File: config.mk
export PLATFORM = sky130hd
export DESIGN_NAME = shift_ctrl8_flat
export DESIGN_NICKNAME = d
export VERILOG_FILES = /design/src/rtl/shift_ctrl8_if.sv /design/src/rtl/shift_ctrl8.sv /design/src/flat_wrapper.sv
export SDC_FILE = /design/constraint.sdc
export NUM_CORES = 1
export LEC_CHECK = 0
export CORE_AREA = 2 2 39 41
export DETAILED_ROUTE_END_ITERATION = 16
export DIE_AREA = 0 0 41 43
export MAX_ROUTING_LAYER = met4
export PLACE_DENSITY = 0.71
export SLEW_MARGIN = 20
export SYNTH_ARGS = -nofsm -noshare
export SYNTH_HDL_FRONTEND = slang
export SYNTH_SLANG_ARGS = --single-unit
File: constraint.sdc
create_clock -name clk -period 2.05 [get_ports clk]
set_clock_uncertainty 0.2 [all_clocks]
set_input_delay 0.5125 -clock clk [delete_from_list [all_inputs] [get_ports clk]]
set_output_delay 0.5125 -clock clk [all_outputs]
set_load 0.01 [all_outputs]
File: src/rtl/shift_ctrl8_if.sv
// Command/op handshake bundle between the command source,
// the shift controller and the shifter op/shamt inputs.
interface shift_ctrl8_if;
   logic       i_valid;
   logic [1:0] i_cmd;
   logic [4:0] i_amount;
   logic       o_ready;
   logic [2:0] o_op;
   logic [1:0] o_shamt;
   logic       o_busy;
   logic       o_done;

   modport master (
      output i_valid, i_cmd, i_amount,
      input  o_ready, o_op, o_shamt, o_busy, o_done
   );

   modport slave (
      input  i_valid, i_cmd, i_amount,
      output o_ready, o_op, o_shamt, o_busy, o_done
   );
endinterface

File: src/rtl/shift_ctrl8.sv
// Sequencer issuing LOAD / shift / done op cycles to the
// 8-bit shifter for one command of 0-31 positions.
module shift_ctrl8 (
   input  logic          clk,
   input  logic          reset_n,
   shift_ctrl8_if.slave  bus
);
   typedef enum logic [1:0] {IDLE, LOAD, SHIFT, DONE} state_t;

   state_t     state, state_n;
   logic [3:0] rem, rem_n;
   logic [1:0] cmd, cmd_n;
   logic [1:0] step;

   always_ff @(posedge clk or negedge reset_n) begin
      if (!reset_n) begin
         state <= IDLE;
         rem   <= 4'd0;
         cmd   <= 2'd0;
      end else begin
         state <= state_n;
         rem   <= rem_n;
         cmd   <= cmd_n;
      end
   end

   // Amounts of 8 or more give the same result as 8
   assign step = (rem > 4'd3) ? 2'd3 : rem[1:0];

   always_comb begin
      state_n = state;
      rem_n   = rem;
      cmd_n   = cmd;
      unique case (state)
         IDLE: begin
            if (bus.i_valid) begin
               state_n = LOAD;
               cmd_n   = bus.i_cmd;
               if (bus.i_cmd == 2'b11)
                  rem_n = 4'd0;
               else if (bus.i_amount >= 5'd8)
                  rem_n = 4'd8;
               else
                  rem_n = bus.i_amount[3:0];
            end
         end
         LOAD: state_n = (rem == 4'd0) ? DONE : SHIFT;
         SHIFT: begin
            rem_n   = rem - {2'b00, step};
            state_n = (rem_n == 4'd0) ? DONE : SHIFT;
         end
         DONE: state_n = IDLE;
         default: state_n = IDLE;
      endcase
   end

   always_comb begin
      bus.o_ready = 1'b0;
      bus.o_op    = 3'b000;
      bus.o_shamt = 2'b00;
      bus.o_busy  = 1'b0;
      bus.o_done  = 1'b0;
      unique case (state)
         IDLE: bus.o_ready = 1'b1;
         LOAD: begin
            bus.o_op   = 3'b001;
            bus.o_busy = 1'b1;
         end
         SHIFT: begin
            bus.o_busy  = 1'b1;
            bus.o_shamt = step;
            unique case (1'b1)
               (cmd == 2'b00): bus.o_op = 3'b010;
               (cmd == 2'b01): bus.o_op = 3'b011;
               (cmd == 2'b10): bus.o_op = 3'b100;
               default:        bus.o_op = 3'b000;
            endcase
         end
         DONE: bus.o_done = 1'b1;
         default: bus.o_ready = 1'b1;
      endcase
   end
endmodule

File: src/flat_wrapper.sv
// flat-port wrapper written by rule: the top's interface ports become plain ports
module shift_ctrl8_flat 
  (clk, reset_n, bus_i_valid, bus_i_cmd, bus_i_amount, bus_o_ready, bus_o_op, bus_o_shamt, bus_o_busy, bus_o_done);
  shift_ctrl8_if bus_i ();
  input  logic clk;
  input  logic reset_n;
  input wire logic [$bits(bus_i.i_valid)-1:0] bus_i_valid;
  input wire logic [$bits(bus_i.i_cmd)-1:0] bus_i_cmd;
  input wire logic [$bits(bus_i.i_amount)-1:0] bus_i_amount;
  output wire logic [$bits(bus_i.o_ready)-1:0] bus_o_ready;
  output wire logic [$bits(bus_i.o_op)-1:0] bus_o_op;
  output wire logic [$bits(bus_i.o_shamt)-1:0] bus_o_shamt;
  output wire logic [$bits(bus_i.o_busy)-1:0] bus_o_busy;
  output wire logic [$bits(bus_i.o_done)-1:0] bus_o_done;
  assign bus_i.i_valid = bus_i_valid;
  assign bus_i.i_cmd = bus_i_cmd;
  assign bus_i.i_amount = bus_i_amount;
  assign bus_o_ready = bus_i.o_ready;
  assign bus_o_op = bus_i.o_op;
  assign bus_o_shamt = bus_i.o_shamt;
  assign bus_o_busy = bus_i.o_busy;
  assign bus_o_done = bus_i.o_done;
  shift_ctrl8 u_core (.clk(clk), .reset_n(reset_n), .bus(bus_i));
endmodule
==> results of run 1 <==
## flip-flops by register name (all words and copies together) (netlist names)
name          count
u_core.rem        4
u_core.state      2
u_core.cmd        2
## area by class of cell
class | count | area (sq um)
multi-input combinational | 44 | 350
fill | 117 | 513
timing repair buffer | 33 | 267
tap | 16 | 20.0
clock buffer | 3 | 22.5
inverter | 3 | 11.3
sequential | 8 | 200
## worst reg2reg max path, stage by stage, from the launching register on
cell and delay, ps:
sky130_fd_sc_hd__dfrtp_1 400, sky130_fd_sc_hd__buf_4 140, sky130_fd_sc_hd__ha_2 180, sky130_fd_sc_hd__buf_4 150, sky130_fd_sc_hd__a2111oi_2 360, sky130_fd_sc_hd__buf_4 200
sky130_fd_sc_hd__a21o_1 110, sky130_fd_sc_hd__a22o_1 120
## layout by cell type, fill, tap and decap left out, types with 2 or more instances in the layout
cell,netlist,layout
sky130_fd_sc_hd__nor3_1,2,2
sky130_fd_sc_hd__inv_2,0,2
sky130_fd_sc_hd__dfrtp_1,8,8
sky130_fd_sc_hd__ha_1,5,2
sky130_fd_sc_hd__a31oi_1,2,2
sky130_fd_sc_hd__nor2_1,4,3
sky130_fd_sc_hd__nand2_2,1,2
sky130_fd_sc_hd__dlygate4sd2_1,0,2
sky130_fd_sc_hd__buf_2,0,5
sky130_fd_sc_hd__or3b_1,2,2
sky130_fd_sc_hd__ha_2,0,2
sky130_fd_sc_hd__nor3b_1,2,2
sky130_fd_sc_hd__clkbuf_4,0,3
sky130_fd_sc_hd__clkdlybuf4s50_1,0,9
sky130_fd_sc_hd__or2_1,2,2
sky130_fd_sc_hd__a22o_1,3,3
sky130_fd_sc_hd__nand2_1,6,5
sky130_fd_sc_hd__mux2_1,2,2
sky130_fd_sc_hd__buf_4,1,15
## cells in the mapped netlist
cell type                   instances  area share (%)
sky130_fd_sc_hd__dfrtp_1            8              37
sky130_fd_sc_hd__nand2_1            6             4.1
sky130_fd_sc_hd__o31a_1             1             1.6
sky130_fd_sc_hd__a21o_1             1             1.4
sky130_fd_sc_hd__nor2_1             4             2.7
sky130_fd_sc_hd__nor3_1             2             1.8
sky130_fd_sc_hd__o2bb2ai_1          1             1.6
sky130_fd_sc_hd__ha_1               5              11
sky130_fd_sc_hd__a21oi_1            1            0.91
sky130_fd_sc_hd__or3b_1             2             3.2
sky130_fd_sc_hd__nor2b_1            1             1.1
sky130_fd_sc_hd__nand3_1            1            0.91
sky130_fd_sc_hd__nand2_2            1             1.1
sky130_fd_sc_hd__buf_4              1             1.4
sky130_fd_sc_hd__mux2i_1            1             1.8
sky130_fd_sc_hd__nor3b_1            2             2.7
sky130_fd_sc_hd__a22oi_1            1             1.4
sky130_fd_sc_hd__mux2_2             1             2.1
sky130_fd_sc_hd__a31oi_1            2             2.3
sky130_fd_sc_hd__nand3b_1           1             1.4
sky130_fd_sc_hd__inv_1              3             2.1
sky130_fd_sc_hd__or2_1              2             2.3
sky130_fd_sc_hd__mux2_1             2             4.1
sky130_fd_sc_hd__o21ai_1            1            0.91
sky130_fd_sc_hd__a2111oi_2          1             2.7
sky130_fd_sc_hd__a22o_1             3             4.8
sky130_fd_sc_hd__o31ai_1            1             1.4
## layer usage
metal | up-vias | part of all wire (%)
met5 | - | 0
met4 | 0 | 0
met3 | 0 | 4.8
met2 | 16 | 49
met1 | 257 | 46
li1 | 277 | -
## timing repair
item                       CTS  global route
setup endpoints to repair    8             6
pin swaps                    2             0
gates resized for setup     28             4
setup buffers                1             0
gates cloned                 0             0
## how the worst min path moves through the flow
stage / startpoint / endpoint / slack, ps / cells past startpoint
final: reset_n / u_core.state[1] / 350 / 1
after global routing: u_core.cmd[1] / u_core.cmd[1] / 350 / 1
after CTS: u_core.cmd[1] / u_core.cmd[1] / 320 / 1
after detailed placement: u_core.cmd[1] / u_core.cmd[1] / 310 / 1
after global placement: u_core.cmd[1] / u_core.cmd[1] / 300 / 1
after floorplan: reset_n / u_core.cmd[0] / 20 / 0
## stage by stage
| step | instances | area, sq um | utilization (%) | hold slack, ps | total power, mW |
|---|---|---|---|---|---|
| after floorplan | 56 | 547 | - | 16.9 | 0.783 |
| after global placement | 103 | 842 | 60.8 | 304 | 1.20 |
| after detailed placement | 103 | 842 | 60.8 | 310 | 1.21 |
| after CTS | 107 | 862 | 62.3 | 323 | 1.33 |
| after global routing | 107 | 871 | 62.9 | 347 | 1.48 |
| final | 107 | 871 | 62.9 | 347 | 1.35 |
## power by group through the flow
stage | clock (mW) | combinational [mW] | sequential (mW)
after floorplan | 0 | 0.484 | 0.299
after global placement | 0 | 0.898 | 0.298
after detailed placement | 0 | 0.910 | 0.303
after CTS | 0.121 | 0.903 | 0.305
after global routing | 0.135 | 1.03 | 0.317
final | 0.118 | 0.923 | 0.312
## kinds of logic after synthesis
kind of cell	Yosys count	synth area share (%)
fa+ha+maj	5	11.4
buf+inv	4	3.43
compound gates	13	19.0
simple gates	22	21.5
flops	8	36.6
mux	4	8.01
==> out/metrics.csv, run 1 <==
stage,metric,value,unit
die,fp.dieArea,1760,sq um
timing,rsz0062_at_grt,yes,
setup_path,data_required_critical_path,1340,ps
clock_network,clock_sink_count,8,
timing,fin_tns_setup,-121,ps
detailed_routing,detail_route.vias_per_cell,5.14,
min_path,hold_class,primary input to async pin,
clock_network,clk_transition_reported_paths,60,ps
clock_network,ctsRootBufferMaster,sky130_fd_sc_hd__clkbuf_4,
die,std_cell_rows,14,
placed_design,gpl.final_weighted_congestion,0.774,
grt,globalRouteOverflowTotal,0,
finish,drive_above_1_share,37.4,%
setup_path,critPathTopFamily,buffers and inverters,
timing,finalHoldViolations,0,
detailed_routing,via_count,550,
grt,grtUsageMet1,23.4,%
clock_network,number_of_clock_buffers_inserted_by_tritoncts,3,
detailed_routing,ant_nets,0,
yosys,post_synthesis_instance_area,547,sq um
finish,final_net_count,108,
power_and_ir_drop,cellPowerDensity,1550,nW/um^2
placed_design,placement.io_buffers,17,
grt,grt_start_max_net_pins,9,
setup_path,worst-r2r-setup-slack,130,ps
grt,grt_antenna_before_repair,0,
yosys,synthesis.yosys.warnings,0,
power_and_ir_drop,cellInternalPower,814,uW
setup_path,startpoint_type,register,
detailed_routing,routed_wirelength,1.34,mm
detailed_routing,drt-wirelength-per-cell,12.5,microns
power_and_ir_drop,comb_power_share,68.2,%
clock_network,holdBufCountCts,0,
timing,timing.max_slew.rel_slack,74.8,%
die,floorplan.initialDensity,39.5,%
setup_path,path_buf_inv,3,
grt,grt_pass1_wl,2.19,mm
setup_path,critical_path_peak_fanout,3,
setup_path,cp_num_cells,5,
yosys,synth_cell_type_count,27,
setup_path,cp_data_arrival_time,1390,ps
status,status,"finished, violations left",
timing,layout_worst_path_cycle_share,103,%
yosys,postSynthAreaPerCell,9.76,sq um
power_and_ir_drop,power_frac_clock,8.7,%
detailed_routing,drt-pass1-iter-count,4,
clock_network,cts-root-to-sink-buffers,2,
detailed_routing,final_routed_drc_violation_total,0,
finish,n_antenna_cell,0,
grt,grtUsageMet3,4.71,%
power_and_ir_drop,p_seq_share,23.0,%
setup_path,r2r-start,u_core.state[1],
yosys,synthCells,56,
setup_path,cpPeakStageDelay,400,ps
setup_path,setup.worst_path.end_class,output pin,
setup_path,worst_r2r_path_depth,7,
power_and_ir_drop,worst_ir_drop_vdd,781,uV
status,failed_checks,negative setup slack,
clock_network,h-tree-depth,1,
placed_design,place_hpwl,1.03,mm
flow_run,max-cap-violations,0,
power_and_ir_drop,power.net_switching,539,uW
die,ioPinCount,18,
timing,layout_min_cycle_time,2100,ps
timing,timing_max_transition_violations_final,0,
die,placeableCoreArea,1380,sq um
timing,maxClockFrequency,0.476,GHz
setup_path,critPathMostFrequentCell,sky130_fd_sc_hd__buf_4,
grt,vias_in_the_first_global_route,534,
setup_path,setup.worst_path.start,u_core.state[1],
setup_path,setup.worst_path.end,bus_o_shamt[1],
finish,layout-area-overhead-vs-synth,59.3,%
yosys,seq_area_frac_synth,36.6,%
grt,groute.usage.overall,18.9,%
die,fp.dieW,41,microns
grt,grt_use_met2,29.1,%
grt,top_usage_layer,met2,
timing,max_slew.worst_pin.slew,377,ps
yosys,syn-num-nets,71,
setup_path,critical-path-slowest-cell,sky130_fd_sc_hd__dfrtp_1,
power_and_ir_drop,power.leakage,0.406,nW
clock_network,clock_tree_from_tritoncts,built,
power_and_ir_drop,power.share.switching,39.8,%
timing,setup-violations-final,4,
setup_path,reg2reg_to,u_core.rem[2],
yosys,ys_seq_elements,8,
setup_path,worst_setup_path_category,register to output pin,
die,die_h,43,microns
setup_path,worstPathCellList,buf_4 > ha_2 > buf_4 > nor2b_1 > buf_2,
timing,setup_ws_post_layout,-52.0,ps
clock_network,clk-insertion-delay-late,250,ps
placed_design,place_ws,-216,ps
detailed_routing,starting_drt_drc_count,11,
(Power assumes the default switching activity.)
==> inputs of run 2 (changes only) <==
CTS_CLUSTER_DIAMETER = 150   (was unset)
TNS_END_PERCENT = 50   (was unset)
==> results of run 2 <==
Final layout, timing and power as in run 1 (identical DEF).
